$ cat config.mk
export PLATFORM = sky130hd
export DESIGN_NAME = issue_scheduler
export DESIGN_NICKNAME = d
export VERILOG_FILES = /design/src/rtl/issue_scheduler.sv
export SDC_FILE = /design/constraint.sdc
export NUM_CORES = 1
export LEC_CHECK = 0
export CORE_MARGIN = 2
export CORE_UTILIZATION = 45
export DETAILED_ROUTE_END_ITERATION = 10
export PLACE_DENSITY = 0.69
export REMOVE_ABC_BUFFERS = 1
export SKIP_LAST_GASP = 1
export SLEW_MARGIN = 5
export SYNTH_ARGS = -nofsm -noshare
export SYNTH_HDL_FRONTEND = slang
export SYNTH_SLANG_ARGS = --single-unit
$ cat constraint.sdc
create_clock -name clk -period 4.8 [get_ports clk]
set_input_delay 0.96 -clock clk [delete_from_list [all_inputs] [get_ports clk]]
set_output_delay 0.96 -clock clk [all_outputs]
set_load 0.005 [all_outputs]
$ cat src/rtl/issue_scheduler.sv
// issue_scheduler: in-order micro-op queue that issues up to two ops per cycle to the two-lane ExecuteUnit
// Build option: define ISSUE_DUAL_EN for dual issue; leave it undefined for single-issue debug mode.
module issue_scheduler #(
    parameter int DEPTH = 8,
    parameter int UOP_W = 64
) (
    input  logic                    clk,
    input  logic                    rst,
    input  logic [1:0]              enq_valid,
    input  logic [UOP_W-1:0]        enq_uop0,
    input  logic [UOP_W-1:0]        enq_uop1,
    output logic                    enq_ready,
    input  logic                    flush,
    input  logic                    stall,
    output logic [1:0]              iss_valid,
    output logic [UOP_W-1:0]        iss_uop0,
    output logic [UOP_W-1:0]        iss_uop1,
    output logic [$clog2(DEPTH):0]  occupancy
);
    localparam int AW = $clog2(DEPTH);
    localparam int CW = AW + 1;

    logic [UOP_W-1:0] mem_q [DEPTH];
    logic [AW-1:0]    head_q, head_d, tail_q, tail_d, tail1;
    logic [CW-1:0]    cnt_q, cnt_d, enq_n, deq_n;
    logic             enq_ok, sel0, sel1;
    logic [UOP_W-1:0] h0;
    logic             v0_q, v0_d;
    logic [UOP_W-1:0] u0_q, u0_d;

    assign enq_ready = cnt_q <= CW'(DEPTH - 2);
    assign occupancy = cnt_q;
    assign tail1     = tail_q + AW'(1);
    assign h0        = mem_q[head_q];
    assign sel0      = cnt_q != '0;

`ifdef ISSUE_DUAL_EN
    logic [AW-1:0]    head1;
    logic [UOP_W-1:0] h1;
    logic             raw, ctl2;
    logic             v1_q, v1_d;
    logic [UOP_W-1:0] u1_q, u1_d;

    assign head1 = head_q + AW'(1);
    assign h1    = mem_q[head1];
    // Younger op reading a register the head writes (x0 excluded) must wait a cycle.
    assign raw   = h0[44] && h0[35:32] != 4'd0 && (h0[35:32] == h1[39:36] || h0[35:32] == h1[43:40]);
    assign ctl2  = h0[45] && h1[45];
    assign sel1  = cnt_q >= CW'(2) && !raw && !ctl2;

    // Lane 1 issue register: cleared on flush, held on stall, else loaded from the selection.
    always_comb begin
        v1_d = flush ? 1'b0 : (stall ? v1_q : sel1);
        u1_d = (flush || stall) ? u1_q : (sel1 ? h1 : '0);
    end

    // Lane 1 issue state.
    always_ff @(posedge clk or posedge rst) begin
        if (rst) begin
            v1_q <= 1'b0;
            u1_q <= '0;
        end else begin
            v1_q <= v1_d;
            u1_q <= u1_d;
        end
    end

    assign iss_valid = {v1_q, v0_q};
    assign iss_uop1  = u1_q;
`else
    assign sel1      = 1'b0;
    assign iss_valid = {1'b0, v0_q};
    assign iss_uop1  = '0;
`endif

    assign iss_uop0 = u0_q;

    // Queue bookkeeping and lane 0 issue register; flush discards the whole queue and any same-cycle enqueue.
    always_comb begin
        enq_ok = enq_ready && !flush;
        enq_n  = enq_ok ? CW'(enq_valid[0]) + CW'(enq_valid[1]) : '0;
        deq_n  = (stall || flush) ? '0 : CW'(sel0) + CW'(sel1);
        tail_d = tail_q + enq_n[AW-1:0];
        head_d = flush ? tail_q : head_q + deq_n[AW-1:0];
        cnt_d  = flush ? '0 : cnt_q + enq_n - deq_n;
        v0_d   = flush ? 1'b0 : (stall ? v0_q : sel0);
        u0_d   = (flush || stall) ? u0_q : (sel0 ? h0 : '0);
    end

    // Pointers, occupancy and lane 0 issue state.
    always_ff @(posedge clk or posedge rst) begin
        if (rst) begin
            head_q <= '0;
            tail_q <= '0;
            cnt_q  <= '0;
            v0_q   <= 1'b0;
            u0_q   <= '0;
        end else begin
            head_q <= head_d;
            tail_q <= tail_d;
            cnt_q  <= cnt_d;
            v0_q   <= v0_d;
            u0_q   <= u0_d;
        end
    end

    // Queue storage: slot 0 lands at tail, slot 1 behind it (or at tail when it enqueues alone).
    always_ff @(posedge clk) begin
        if (enq_n != '0) begin
            if (enq_valid[0]) mem_q[tail_q] <= enq_uop0;
            if (enq_valid[1]) mem_q[enq_valid[0] ? tail1 : tail_q] <= enq_uop1;
        end
    end
endmodule

==> results.py, run 1 <==
metrics = {
    "final_layout": {
        "drive_gt1_frac": 0.354,
        "flow.area_growth_from_synthesis_pct": 16.7,
        "fin_nets": 2180,
        "final_common_cell": "edfxtp_1",
        "instances_no_fill": 2950,
        "fin_util": 0.533,
        "final_cell_mix": "512 x edfxtp_1, 450 x mux2_2, 203 x clkdlybuf4s50_1, 130 x mux2_1, 72 x dfrtp_1",
    },
    "critical_path": {
        "crit_type": "in -> reg",
        "cp_cell_sequence": "clkdlybuf4s50_1, ha_1, nor2_1, a2111oi_4, nand3_4, buf_4, mux2_2",
        "path_buf_inv": 2,
        "r2r_slack_ns": 1.55,
        "cp_max_fo": 22,
        "cp-startpoint": "enq_valid[1]",
        "arrival_ns": 3.80,
        "r2r_start": "tail_q[0]$_DFF_PP0_",
        "critPathRequiredTime_ns": 5.13,
        "critPathSlowestCell": "nand3_4",
        "slowest_delay_ns": 0.60,
        "crit_family": "buffers and inverters",
        "cp-start-kind": "input pin",
        "cp-end-kind": "flip-flop",
    },
    "sta": {
        "clock_skew_ns": 0.0155,
        "slew-limit-headroom": 0.202,
        "max_freq_mhz": 288,
        "finalMaxSlewViolations": 0,
        "finalCriticalPeriod_ns": 3.47,
        "final-hold-violation-count": 0,
        "worst_pin_slew_ns": 1.20,
        "rsz0062_at_grt": "no",
        "post-route-period-util": 0.722,
        "setup_viol": 0,
    },
    "synth": {
        "netlist_instances": 1842,
        "ys.flop_type": "edfxtp_1",
        "ys_seq_area_frac": 0.583,
        "synthSimpleGateAreaFrac": 0.0262,
        "ys_seq_elements": 587,
        "syn-cell-area_mm2": 0.0296,
        "yosys_warnings": 0,
        "synth_mux_area_frac": 0.300,
        "synth_fa_ha_area_frac": 0.00643,
        "synthArstFlopShare": 0.128,
        "synth_top_family_by_area": "multiplexers",
        "synth_xor_area_frac": 0.00118,
        "synth_edf_count": 512,
        "synth_compound_area_frac": 0.0374,
        "synth.distinct_cells": 52,
        "syn_area_per_cell_um2": 16.1,
    },
    "placement": {
        "place_inst": 2819,
        "dp.final_hpwl_mm": 41.7,
        "place_congestion": 0.790,
        "port_buffers": 203,
    },
    "job": {
        "cap_viol_max_count": 0,
    },
    "clock_network": {
        "post-cts-setup-buffers": 0,
        "cts_max_path_buffers": 3,
        "clk_pin_slew_ns": 0.06,
        "cts_tree": "built",
        "ctsHoldBuffers": 0,
        "cts_buffers": 66,
        "cts.repair.resized": 0,
        "cts-root-buf": "clkbuf_16",
        "clock-sinks": 587,
        "h-tree-depth": 3,
        "insertion_delay_ns": 0.60,
    },
    "drt": {
        "drt_iter0_markers": 1434,
        "drc": 0,
        "dr.pass1.iters": 5,
        "via_count": 17098,
        "vias_per_cell": 5.80,
        "routed_wl_mm": 76.8,
        "postRouteAntennaNets": 0,
        "routedWlPerCell_um": 26.0,
    },
    "floorplan": {
        "die_w_um": 260,
        "io-pin-count": 269,
        "core.rowCount": 93,
        "start_util": 0.457,
        "fp.dieH_um": 260,
        "core_region_area_mm2": 0.0647,
        "dieArea_mm2": 0.0678,
    },
    "grt": {
        "grt_pass1_wl_mm": 114,
        "grt_usage": 0.226,
        "grt-ovfl-total": 0,
        "grt_pass1_vias": 17540,
        "grt_max_degree": 94,
        "antenna_found_initial": 22,
    },
    "power": {
        "p_int_w": 0.0117,
        "combPwrFrac": 0.293,
        "power_density_mw_per_mm2": 487,
        "p_sw_frac": 0.301,
        "p_seq_frac": 0.408,
        "p_leak_nw": 11.7,
        "p_switching_w": 0.00507,
        "p_clk_frac": 0.299,
        "ir_worst_vdd_mv": 0.344,
    },
    "outcome": {
        "status": "finished, final reports clean",
    },
    "hold_path": {
        "hold_start": "iss_uop0[52]$_DFFE_PP0N_",
        "hold_path_class": "reg -> reg",
    },
}
worst paths after layout:
check,endpoint,depth (start not counted)
hold / removal,iss_uop0[52]$_DFFE_PP0N_,2
setup / recovery,mem_q[3][28]$_DFFE_PP_,7
setup reg to reg,mem_q[3][28]$_DFFE_PP_,6
max in group asynchronous,iss_uop0[38]$_DFFE_PP0N_,3
min in group asynchronous,iss_uop0[51]$_DFFE_PP0N_,2
hold reg to reg,iss_uop0[52]$_DFFE_PP0N_,2
worst min-delay path, delay by kind of cell (launching register included):
family             cells  cell delay, ns
AOI/OAI and AO/OA      1            0.05
DFF                    1            0.34
and+or+nand+nor        1            0.05
cell usage after synthesis (2+ instances only):
library cell  instances  area share
mux2_2              450        0.17
nor2_1               74      0.0094
edfxtp_1            512        0.52
nor2b_1               7      0.0015
dfrtp_1              75       0.063
nand3b_1              3     0.00076
o31ai_1              63       0.016
nand3_1               3     0.00051
nand2_1              70      0.0089
buf_4                81       0.021
mux4_2               64       0.049
a21o_1                2     0.00051
ha_1                 12      0.0051
buf_6                18      0.0069
nor3_1                2     0.00034
fa_1                  2      0.0014
or3b_1                3     0.00089
and3_1                2     0.00042
a21oi_1               9      0.0015
mux2_1              130       0.049
a211oi_1              2     0.00051
nor2_4                2     0.00076
clkbuf_1             38      0.0048
buf_2                32      0.0054
buf_1                12      0.0015
mux2_4               60       0.030
xnor2_1               3     0.00089
a2111oi_2             2      0.0010
and2_1                3     0.00063
inv_1                12      0.0015
and3b_1               3     0.00089
o22ai_1              63       0.013
o21ai_0               3     0.00051
buf_12                7      0.0047
registers in the layout (all words and copies together) (netlist names):
name,count
head_q,3
mem_q,512
v0_q,1
iss_uop0,64
occupancy,4
tail_q,3
metal layers:
layer / track usage / share of wire
met5: 0 / 0.0013
met3: 0.0478 / 0.067
met4: 0.0698 / 0.018
met1: 0.308 / 0.43
met2: 0.365 / 0.49
layout make-up:
type                    instances  area (um^2)
well taps                     855         1070
repair buffers                246         2640
clock buffers                  94         1900
inverters                      12         46.3
multi-input cells            1119        11300
fillers                      5237        30200
diodes                         11         27.5
flip-flops and latches        587        17300
clock inverters                26          234
power by group through the flow:
stage / Clock (W) / Combinational (W) / Sequential [W]
after detailed placement: 0 / 0.00494 / 0.00696
after global routing: 0.00529 / 0.00529 / 0.00693
after CTS: 0.00510 / 0.00496 / 0.00686
after floorplan: 0 / 0.00293 / 0.00708
final: 0.00503 / 0.00492 / 0.00686
after global placement: 0 / 0.00486 / 0.00694
cells by family after synthesis:
kind of cell | Yosys count
flip-flops | 587
other | 1
adder cells (fa/ha/maj) | 14
XOR/XNOR | 4
buffers and inverters | 200
AO/OA/AOI/OAI | 155
multiplexers | 704
AND/OR/NAND/NOR | 177
stage by stage:
step	hold slack (ns)	total power [W]	cell area (um^2)	TNS [ns]	setup slack [ns]
3_3_place_gp	0.468	0.0118	32300	0	0.839
6_report	0.480	0.0168	34500	0	1.33
5_1_grt	0.509	0.0175	34500	0	1.25
4_1_cts	0.487	0.0169	34500	0	1.40
2_1_floorplan	0.467	0.0100	28500	-312.49	-1.67
3_5_place_dp	0.472	0.0119	32300	0	0.781
(Power assumes the default switching activity.)
==> run 2: changes to the inputs <==
==> constraint.sdc (replaced) <==
create_clock -name clk -period 3.02 [get_ports clk]
set_input_delay 0.604 -clock clk [delete_from_list [all_inputs] [get_ports clk]]
set_output_delay 0.604 -clock clk [all_outputs]
set_load 0.005 [all_outputs]
==> results.py, run 2 (synthesized netlist as in run 1, its figures left out) <==
metrics = {
    "clock_network": {
        "cts_buffers": 66,
        "clock-sinks": 587,
        "post-cts-setup-buffers": 0,
        "cts_tree": "built",
        "h-tree-depth": 3,
        "clk_pin_slew_ns": 0.06,
        "cts-root-buf": "clkbuf_16",
        "insertion_delay_ns": 0.61,
        "cts_max_path_buffers": 3,
    },
    "drt": {
        "routed_wl_mm": 78.1,
        "drt_iter0_markers": 1528,
        "vias_per_cell": 5.77,
        "drc": 0,
        "dr.pass1.iters": 6,
        "via_count": 17420,
        "routedWlPerCell_um": 25.9,
        "postRouteAntennaNets": 0,
    },
    "final_layout": {
        "final_cell_mix": "512 x edfxtp_1, 450 x mux2_2, 202 x clkdlybuf4s50_1, 130 x mux2_1, 71 x dfrtp_1",
        "n_fill_cell": 5193,
        "drive_gt1_frac": 0.375,
        "instances_no_fill": 3020,
        "final_common_cell": "edfxtp_1",
        "fin_nets": 2251,
        "flow.area_growth_from_synthesis_pct": 20.4,
        "regMostFlops": "mem_q",
        "largest_register_ffs": 512,
        "register_area_mm2": 0.0173,
        "multi_input_comb_area_mm2": 0.0113,
    },
    "placement": {
        "place_congestion": 0.779,
        "port_buffers": 203,
        "dp.final_hpwl_mm": 47.8,
        "place_inst": 2890,
    },
    "sta": {
        "post-route-period-util": 0.920,
        "final-hold-violation-count": 0,
        "finalCriticalPeriod_ns": 2.78,
        "rsz0062_at_grt": "no",
        "worst_pin_slew_ns": 0.905,
        "clock_skew_ns": 0.0151,
        "finalMaxSlewViolations": 0,
        "setup_viol": 0,
        "slew-limit-headroom": 0.396,
        "max_freq_mhz": 360,
        "fin_worst_hold_slack_ns": 0.432,
    },
    "critical_path": {
        "crit_type": "reg -> reg",
        "reg2reg_to": "mem_q[1][2]$_DFFE_PP_",
        "r2r_start": "tail_q[0]$_DFF_PP0_",
        "cp_max_fo": 9,
        "arrival_ns": 3.12,
        "critPathRequiredTime_ns": 3.36,
        "cp-start-kind": "flip-flop",
        "r2r_cells": 6,
        "cp-end-kind": "flip-flop",
        "r2r_slack_ns": 0.24,
    },
    "grt": {
        "grt_pass1_vias": 18192,
        "grt_usage": 0.231,
        "grt_pass1_wl_mm": 116,
        "grt-ovfl-total": 0,
        "grt_max_degree": 51,
        "antenna_found_initial": 16,
    },
    "power": {
        "ir_worst_vdd_mv": 0.437,
        "p_leak_nw": 12.2,
        "power_density_mw_per_mm2": 761,
    },
    "floorplan": {
        "core_region_area_mm2": 0.0647,
        "start_util": 0.457,
        "die_w_um": 260,
        "fp.dieH_um": 260,
        "core.rowCount": 93,
        "io-pin-count": 269,
        "dieArea_mm2": 0.0678,
    },
    "outcome": {
        "status": "finished, final reports clean",
    },
    "hold_path": {
        "hold_path_class": "in -> async",
    },
    "job": {
        "cap_viol_max_count": 0,
    },
}
run 2: critical path, stage by stage, from the launching register on:
cell and delay (ns):
dfrtp_1 0.40, ha_1 0.35, or3b_1 0.42, a2111oi_2 0.45, and2_4 0.29, buf_4 0.27, mux2_1 0.35
run 2: layout make-up:
cell class,count,area share
multi-input cells,1119,0.318
well taps,855,0.0300
clock buffers,91,0.0513
diodes,8,0.000562
flip-flops and latches,587,0.485
clock inverters,31,0.00798
inverters,12,0.00130
repair buffers,317,0.106
run 2: worst max-delay path by stage:
stage	end	slack, ns	depth (start not counted)	startpoint
floorplan	iss_uop0[3]$_DFFE_PP0N_	-3.45	3	head_q[0]$_DFF_PP0_
global placement	mem_q[1][2]$_DFFE_PP_	-0.19	7	enq_valid[0]
detailed placement	mem_q[2][59]$_DFFE_PP_	-0.21	9	enq_valid[0]
CTS	occupancy[2]$_DFF_PP0_	0.26	12	occupancy[3]$_DFF_PP0_
global route	occupancy[2]$_DFF_PP0_	0.13	12	occupancy[3]$_DFF_PP0_
finish	mem_q[1][2]$_DFFE_PP_	0.24	6	tail_q[0]$_DFF_PP0_
run 2: power breakdown:
group          internal, W  total, W  switching (W)
Clock              0.00460   0.00786        0.00326
Combinational      0.00427   0.00847        0.00419
Sequential          0.0101    0.0108       0.000708
Total               0.0189    0.0271        0.00816
run 2: what timing repair did:
item | 4_1_cts | 5_1_grt
gates resized for setup | 3 | 0
endpoints found under the setup margin | 1 | 0
hold buffers | 0 | 0
run 2: metal layers:
layer / track usage / up-vias / share of wire
met5: 0 / - / 0.0017
met4: 0.0776 / 18 / 0.026
met3: 0.0435 / 144 / 0.067
met2: 0.382 / 627 / 0.49
met1: 0.308 / 8995 / 0.42
li1: - / 7636 / -
run 2: per-stage QoR:
stage                     TNS [ns]  utilization  power (W)  worst slack, ns  area (um^2)
after floorplan           -1384.79            -     0.0149            -3.45        28500
after global routing             0        0.550     0.0283            0.128        35600
after CTS                        0        0.550     0.0273            0.262        35600
after detailed placement   -120.84        0.517     0.0194           -0.209        33500
after global placement     -122.67        0.517     0.0193           -0.195        33500
final                            0        0.550     0.0271            0.243        35600
==> run 3: changes to the inputs <==
--- a/config.mk
+++ b/config.mk
@@ -8,7 +8,7 @@
 export CORE_MARGIN = 2
 export CORE_UTILIZATION = 45
 export DETAILED_ROUTE_END_ITERATION = 10
-export PLACE_DENSITY = 0.69
+export PLACE_DENSITY = 0.67
 export REMOVE_ABC_BUFFERS = 1
 export SKIP_LAST_GASP = 1
 export SLEW_MARGIN = 5
==> constraint.sdc (replaced) <==
create_clock -name clk -period 3.2 [get_ports clk]
set_input_delay 0.64 -clock clk [delete_from_list [all_inputs] [get_ports clk]]
set_output_delay 0.64 -clock clk [all_outputs]
set_load 0.005 [all_outputs]
==> results.py, run 3 (synthesized netlist as in run 1, its figures left out) <==
metrics = {
    "sta": {
        "rsz0062_at_grt": "no",
        "worst_pin_slew_ns": 1.13,
        "clock_skew_ns": 0.0293,
        "slew-limit-headroom": 0.245,
        "final-hold-violation-count": 0,
        "setup_viol": 0,
        "finalCriticalPeriod_ns": 3.04,
        "max_freq_mhz": 329,
        "post-route-period-util": 0.950,
        "finalMaxSlewViolations": 0,
    },
    "clock_network": {
        "h-tree-depth": 2,
        "cts-root-buf": "clkbuf_16",
        "ctsHoldBuffers": 0,
        "clock-sinks": 587,
        "cts_tree": "built",
        "insertion_delay_ns": 0.64,
        "cts_buffers": 61,
        "clk_pin_slew_ns": 0.06,
        "cts_max_path_buffers": 3,
        "post-cts-setup-buffers": 0,
        "cts.repair.resized": 0,
    },
    "final_layout": {
        "regMostFlops": "mem_q",
        "finalInstanceArea_mm2": 0.0354,
        "drive_gt1_frac": 0.371,
        "register_area_mm2": 0.0173,
        "multi_input_comb_area_mm2": 0.0113,
        "flow.area_growth_from_synthesis_pct": 19.6,
        "final_cell_mix": "512 x edfxtp_1, 450 x mux2_2, 203 x clkdlybuf4s50_1, 130 x mux2_1, 72 x dfrtp_1",
        "largest_register_ffs": 512,
        "fin_nets": 2237,
        "n_fill_cell": 5190,
        "fin_util": 0.547,
        "final_common_cell": "edfxtp_1",
    },
    "grt": {
        "grt_max_degree": 66,
        "grt_pass1_wl_mm": 117,
        "grt_pass1_vias": 18236,
        "grt-ovfl-total": 0,
        "antenna_found_initial": 10,
        "grt_usage": 0.231,
    },
    "critical_path": {
        "critPathRequiredTime_ns": 2.56,
        "arrival_ns": 2.40,
        "cp_max_fo": 5,
        "crit_type": "reg -> out",
        "cp-start-kind": "flip-flop",
        "r2r_start": "occupancy[3]$_DFF_PP0_",
        "cp-startpoint": "occupancy[3]$_DFF_PP0_",
        "cp-end-kind": "primary output",
    },
    "drt": {
        "drc": 0,
        "routedWlPerCell_um": 26.0,
        "routed_wl_mm": 78.0,
        "postRouteAntennaNets": 0,
        "vias_per_cell": 5.77,
        "dr.pass1.iters": 6,
        "via_count": 17329,
        "drt_iter0_markers": 1345,
    },
    "placement": {
        "port_buffers": 203,
        "place_congestion": 0.768,
        "dp.final_hpwl_mm": 46.9,
        "post_dp_cell_area_mm2": 0.0333,
    },
    "job": {
        "cap_viol_max_count": 0,
    },
    "floorplan": {
        "core_region_area_mm2": 0.0647,
        "io-pin-count": 269,
        "fp.dieH_um": 260,
        "die_w_um": 260,
        "core.rowCount": 93,
        "dieArea_mm2": 0.0678,
        "start_util": 0.457,
    },
    "power": {
        "p_int_w": 0.0177,
        "power_density_mw_per_mm2": 717,
        "combPwrFrac": 0.314,
        "p_switching_w": 0.00762,
        "p_sw_frac": 0.301,
        "p_clk_frac": 0.283,
        "p_leak_nw": 12.1,
        "total_power_w": 0.0254,
        "p_seq_frac": 0.403,
        "ir_worst_vdd_mv": 0.503,
    },
    "hold_path": {
        "hold_path_class": "in -> async",
    },
    "outcome": {
        "status": "finished, final reports clean",
    },
}
## run 3: area by class of cell
| class | count | share of cell area |
|---|---|---|
| Clock inverter | 22 | 0.00739 |
| Sequential cell | 587 | 0.488 |
| Tap cell | 855 | 0.0302 |
| Timing Repair Buffer | 308 | 0.102 |
| Antenna cell | 5 | 0.000354 |
| Inverter | 12 | 0.00134 |
| Multi-Input combinational cell | 1119 | 0.321 |
| Clock buffer | 93 | 0.0500 |
## run 3: path summary, 6_finish.rpt
check | endpoint | slack, ns | cells past startpoint
hold reg to reg | iss_uop0[5]$_DFFE_PP0N_ | 0.48 | 2
min in group clk | iss_uop0[5]$_DFFE_PP0N_ | 0.48 | 2
setup reg to reg | occupancy[2]$_DFF_PP0_ | 0.43 | 12
setup / recovery | enq_ready | 0.16 | 6
hold / removal | head_q[2]$_DFF_PP0_ | 0.46 | 2
max in group asynchronous | iss_uop0[23]$_DFFE_PP0N_ | 1.98 | 3
## run 3: metal layers
layer  track usage  up-vias  share of wire
met5             0        -         0.0011
met4        0.0629       12          0.024
met3        0.0370      147          0.059
met2         0.390      578           0.49
met1         0.310     8994           0.42
li1              -     7598              -
## run 3: through the flow
| step | worst slack (ns) | instances | hold WS [ns] | TNS (ns) |
|---|---|---|---|---|
| final | 0.160 | 3001 | 0.458 | 0 |
| after CTS | 0.144 | 2996 | 0.439 | 0 |
| after global placement | -0.147 | 2881 | 0.468 | -7.05 |
| after detailed placement | -0.130 | 2881 | 0.470 | -7.69 |
| after global routing | 0.0385 | 2999 | 0.478 | 0 |
| after floorplan | -3.27 | 1718 | 0.467 | -1224.88 |
## run 3: critical path, stage by stage (launching register included)
cell and delay (ns):
dfrtp_1 0.48, inv_1 0.10, ha_1 0.20, and3_1 0.20, a21oi_1 0.16, buf_4 0.15
clkdlybuf4s50_1 0.49
## run 3: power by group through the flow
| stage | Combinational [W] | Clock (W) | Sequential, W |
|---|---|---|---|
| 5_1_grt | 0.00853 | 0.00760 | 0.0103 |
| 3_5_place_dp | 0.00798 | 0 | 0.0104 |
| 2_1_floorplan | 0.00384 | 0 | 0.0105 |
| 6_report | 0.00796 | 0.00718 | 0.0102 |
| 4_1_cts | 0.00801 | 0.00731 | 0.0102 |
| 3_3_place_gp | 0.00785 | 0 | 0.0104 |
==> RTL edit 1: new RTL, flow settings as in run 1 <==
Take the reset off `u0_q` and load it in a clocked block of its own.
--- a/src/rtl/issue_scheduler.sv
+++ b/src/rtl/issue_scheduler.sv
@@ -96,3 +96,2 @@
             v0_q   <= 1'b0;
-            u0_q   <= '0;
         end else begin
@@ -102,4 +101,7 @@
             v0_q   <= v0_d;
-            u0_q   <= u0_d;
         end
+    end
+
+    always_ff @(posedge clk) begin
+        u0_q <= u0_d;
     end
Behaviour: differs if rst is asserted again (counterexample within 4 cycles, from zero or initial values and one cycle with rst high); with rst held inactive, the same outputs for 4 cycles.
==> RTL edit 1 against run 1 <==
- sequential cell count unchanged
- critical path depth up 1
- area after synthesis decreased by 2.2%
- final area shrank 2.4%
- worst setup slack got worse by 0.073 ns
- power decreased by 4.4%
- register-to-register slack better by 0.13 ns
- maximum frequency decreased by 2.1%
- count of clock-buffer cells in the layout down 18
- synthesized cell count shrank 12%
- core utilization down 0.13 points
- routed wire length decreased by 8.2%
- worst hold slack improved by 0.064 ns
==> RTL edit 1: results (changes against run 1) <==
{
  "critical_path": {
    "endpoint": "mem_q[4][47]",
    "critical_path_arrival": {"value": 3.82, "unit": "ns", "change": "+0.02 ns"},
    "crit_path_max_fanout": {"value": 39, "change": "+77%"},
    "critical_path.startpoint": "enq_valid[0]"
  },
  "clock_network": {
    "clock_insertion_delay_worst_skew": {"value": 0.63, "unit": "ns", "change": "+0.03 ns"},
    "cts_buffers": {"value": 60, "change": "-9.1%"},
    "htreeDepth": {"value": 2, "change": "-1"}
  },
  "pwr": {
    "switching_share": {"value": 29.8, "unit": "%", "change": "-0.38 points"},
    "vdd.ir_drop.worst": {"value": 0.000725, "unit": "V", "change": "+110%"},
    "combinationalPower": {"value": 4.75, "unit": "mW", "change": "-3%"},
    "sequentialPower": {"value": 6.92, "unit": "mW", "change": "+0.9%"},
    "cellLeakagePower": {"value": 11.3, "unit": "nW", "change": "-3.5%"}
  },
  "placement": {
    "pre_cts_slack": {"value": 0.652, "unit": "ns", "change": "-0.129 ns"},
    "placedInstanceArea": {"value": 31900, "unit": "um2", "change": "-1.5%"}
  },
  "synth": {
    "synth-edff-count": {"value": 576, "change": "+13%"},
    "netlist-cell-type-count": {"value": 34, "change": "-35%"},
    "synth_instances": {"value": 1612, "change": "-12%"},
    "synth_common_cells": "576 x sky130_fd_sc_hd__edfxtp_1, 514 x sky130_fd_sc_hd__mux2_2, 128 x sky130_fd_sc_hd__mux4_2, 72 x sky130_fd_sc_hd__nor2_1, 66 x sky130_fd_sc_hd__buf_4"
  },
  "global_route": {
    "grt_antenna_before_repair": {"value": 9, "change": "-59%"},
    "grt_use_total": {"value": 21.3, "unit": "%", "change": "-1.3 points"},
    "globalRouteMet1Util": {"value": 28.1, "unit": "%", "change": "-2.7 points"}
  },
  "layout": {
    "n_fill_cell": {"value": 5056, "change": "-3.5%"},
    "post_route_cells_drive_above_1_share": {"value": 42.2, "unit": "%", "change": "+6.7 points"},
    "synthToLayoutAreaGrowth_pct": 16.5
  },
  "sta": {
    "clock.fmax": {"value": 283, "unit": "MHz", "change": "-2.1%"},
    "finalClockSkew": {"value": 0.0179, "unit": "ns", "change": "+0.00239 ns"}
  },
  "detailed_routing": {
    "post_detailed_route_wirelength_per_cell": {"value": 26.0, "unit": "um", "change": "-0.15%"}
  },
  "outcome": {
    "status": "finished, final reports clean"
  },
  "min_path": {
    "hold_end": "v0_q"
  }
}
[RTL edit 1: cell count changes in the layout (fill, tap and decap cells not counted), sizes merged, moves of 6 or more]
cell           run 1  this run
mux2             640       514
o31ai             63         4
mux4              64       128
nand3              4        10
buf               43        49
edfxtp           512       576
o22ai             63         0
clkbuf            94        76
mux2i              0        64
nand2             70         5
diode             11         0
clkinv            19        25
a21oi              9         2
dfrtp             75        11
[RTL edit 1: cell type report]
cell class | instances | area share, %
flip-flops and latches | 587 | 52.2
well taps | 846 | 3.14
multi-input cells | 908 | 31.4
inverters | 13 | 0.145
clock inverters | 31 | 0.754
repair buffers | 252 | 7.76
clock buffers | 76 | 4.64
[RTL edit 1: kinds of logic after synthesis]
logic type | synth area share [%]
AO/OA/AOI/OAI | 0.407
XOR/XNOR | 0.212
adder cells (fa/ha/maj) | 0.658
buffers and inverters | 4.27
flip-flops | 60.8
multiplexers | 32.2
other | 0.0130
AND/OR/NAND/NOR | 1.48
==> RTL edit 2: new RTL, flow settings as in run 1 <==
Made on the original files. Set the parameter `DEPTH` to 16 (it was 8).
--- a/src/rtl/issue_scheduler.sv
+++ b/src/rtl/issue_scheduler.sv
@@ -3,3 +3,3 @@
 module issue_scheduler #(
-    parameter int DEPTH = 8,
+    parameter int DEPTH = 16,
     parameter int UOP_W = 64
Ports: changed (resized occupancy); port bits go from 269 to 270. The function was not compared with the original's and may differ.
==> RTL edit 2 against run 1 <==
- sequential cell count is 515 higher
- sequential power is 73% higher
- area after synthesis is 92% higher
- first-iteration DRC count is 120% higher
- routed wire length is 100% higher
- worst setup slack worse by 0.44 ns
- final area is 85% higher
- synthesized cell count is 89% higher
- worst hold slack worse by 0.00099 ns
- critical endpoint is now enq_ready
- clock power is 74% higher
- power is 71% higher
- largest cell class unchanged
- sequential share of layout area is 1.2 points higher
==> RTL edit 2: results (changes against run 1) <==
{
  "placement": {
    "pre_cts_slack": {"value": 0.603, "unit": "ns", "change": "-0.178 ns"},
    "routabilityCongestion": {"value": 0.776, "change": "-1.8%"},
    "placedInstanceArea": {"value": 60200, "unit": "um2", "change": "+86%"},
    "post-place-cells": {"value": 5074, "change": "+80%"}
  },
  "global_route": {
    "grt_max_degree": {"value": 95, "change": "+1.1%"},
    "grt_use_total": {"value": 23.8, "unit": "%", "change": "+1.2 points"},
    "grt_antenna_before_repair": {"value": 12, "change": "-45%"}
  },
  "layout": {
    "finish.net_count": {"value": 3693, "change": "+69%"},
    "top_register": "mem_q",
    "largest_register_ff_count": {"value": 1024, "change": "+100%"},
    "stdcell_count": {"value": 5293, "change": "+79%"},
    "post_route_cells_drive_above_1_share": {"value": 29.2, "unit": "%", "change": "-6.2 points"}
  },
  "detailed_routing": {
    "vias": {"value": 32035, "change": "+87%"},
    "first_iter_violations": {"value": 3166, "change": "+120%"},
    "post_detailed_route_wirelength_per_cell": {"value": 29.1, "unit": "um", "change": "+12%"}
  },
  "synth": {
    "synthTopCellsByArea": "sky130_fd_sc_hd__edfxtp_1 54%, sky130_fd_sc_hd__mux2_1 8.4%, sky130_fd_sc_hd__mux2_2 7.9%",
    "synthFlopType": "sky130_fd_sc_hd__edfxtp_1",
    "synthArstFlopShare": {"value": 7.08, "unit": "%", "change": "-5.7 points"},
    "synth_common_cells": "1,024 x sky130_fd_sc_hd__edfxtp_1, 423 x sky130_fd_sc_hd__mux2_1, 397 x sky130_fd_sc_hd__mux2_2, 256 x sky130_fd_sc_hd__mux2i_1, 206 x sky130_fd_sc_hd__mux2_4",
    "synth_instances": {"value": 3479, "change": "+89%"},
    "netlist-cell-type-count": {"value": 62, "change": "+19%"},
    "synth_seq_area_share": {"value": 57.7, "unit": "%", "change": "-0.59 points"}
  },
  "sta": {
    "worst_slew_margin_rel": {"value": 28.9, "unit": "%", "change": "+8.7 points"},
    "finalClockSkew": {"value": 0.0308, "unit": "ns", "change": "+0.0152 ns"}
  },
  "critical_path": {
    "crit_path_max_fanout": {"value": 15, "change": "-32%"},
    "critical_path_arrival": {"value": 2.94, "unit": "ns", "change": "-0.86 ns"}
  },
  "outcome": {
    "status": "finished, final reports clean"
  },
  "clock_network": {
    "clkTransAtPathRegs": {"value": 0.06, "unit": "ns", "change": "about the same"},
    "cts_buffers": {"value": 113, "change": "+71%"}
  },
  "pwr": {
    "cellLeakagePower": {"value": 22.4, "unit": "nW", "change": "+91%"},
    "vdd.ir_drop.worst": {"value": 0.000425, "unit": "V", "change": "+24%"}
  }
}
==> RTL edit 2: metal layers <==
metal	track usage (%)	part of all wire [%]	vias to the layer above
met5	0	0.031	-
met3	3.76	7.1	213
met2	39.1	48	1240
li1	-	-	13674
met4	5.94	2.1	8
met1	33.1	42	16900
==> RTL edit 2: logic make-up after synthesis <==
family / synth area share, %
compound gates: 3.30
xor+xnor: 0.0928
mux: 31.4
flops: 57.7
other cells: 0.00662
simple gates: 2.30
buf+inv: 4.73
fa+ha+maj: 0.468
==> RTL edit 2: worst max-delay path, stage by stage, from the launching register on <==
cell and delay [ns]:
sky130_fd_sc_hd__dfrtp_1 0.50, sky130_fd_sc_hd__inv_1 0.08, sky130_fd_sc_hd__ha_1 0.17, sky130_fd_sc_hd__and3_1 0.23
sky130_fd_sc_hd__a21o_4 0.27, sky130_fd_sc_hd__clkinv_2 0.34, sky130_fd_sc_hd__clkdlybuf4s50_1 0.66
==> RTL edit 2: final timing paths <==
check,start,end,slack [ns],cells after the start
max,occupancy[4],enq_ready,0.90,6
min,iss_uop0[14],iss_uop0[14],0.48,2
max reg2reg,tail_q[0],mem_q[1][12],1.21,7
min reg2reg,iss_uop0[14],iss_uop0[14],0.48,2
max in group asynchronous,rst,iss_uop0[4],3.25,3
min in group asynchronous,rst,iss_uop0[50],0.70,2
==> RTL edit 2: layout make-up <==
type / instances / area (um2)
sequential: 1102 / 32700
timing repair buffer: 310 / 3460
inverter: 14 / 56.3
antenna: 5 / 12.5
clock buffer: 165 / 3210
clock inverter: 49 / 463
fill: 10305 / 61400
tap: 1650 / 2060
multi-input combinational: 1998 / 21900
==> RTL edit 2: report_power, final <==
group | leakage [nW] | switching [mW] | internal, mW
Sequential | 10.2 | 0.552 | 11.4
Combinational | 10.4 | 4.39 | 3.60
Clock | 1.82 | 3.75 | 5.02
Total | 22.4 | 8.69 | 20.0
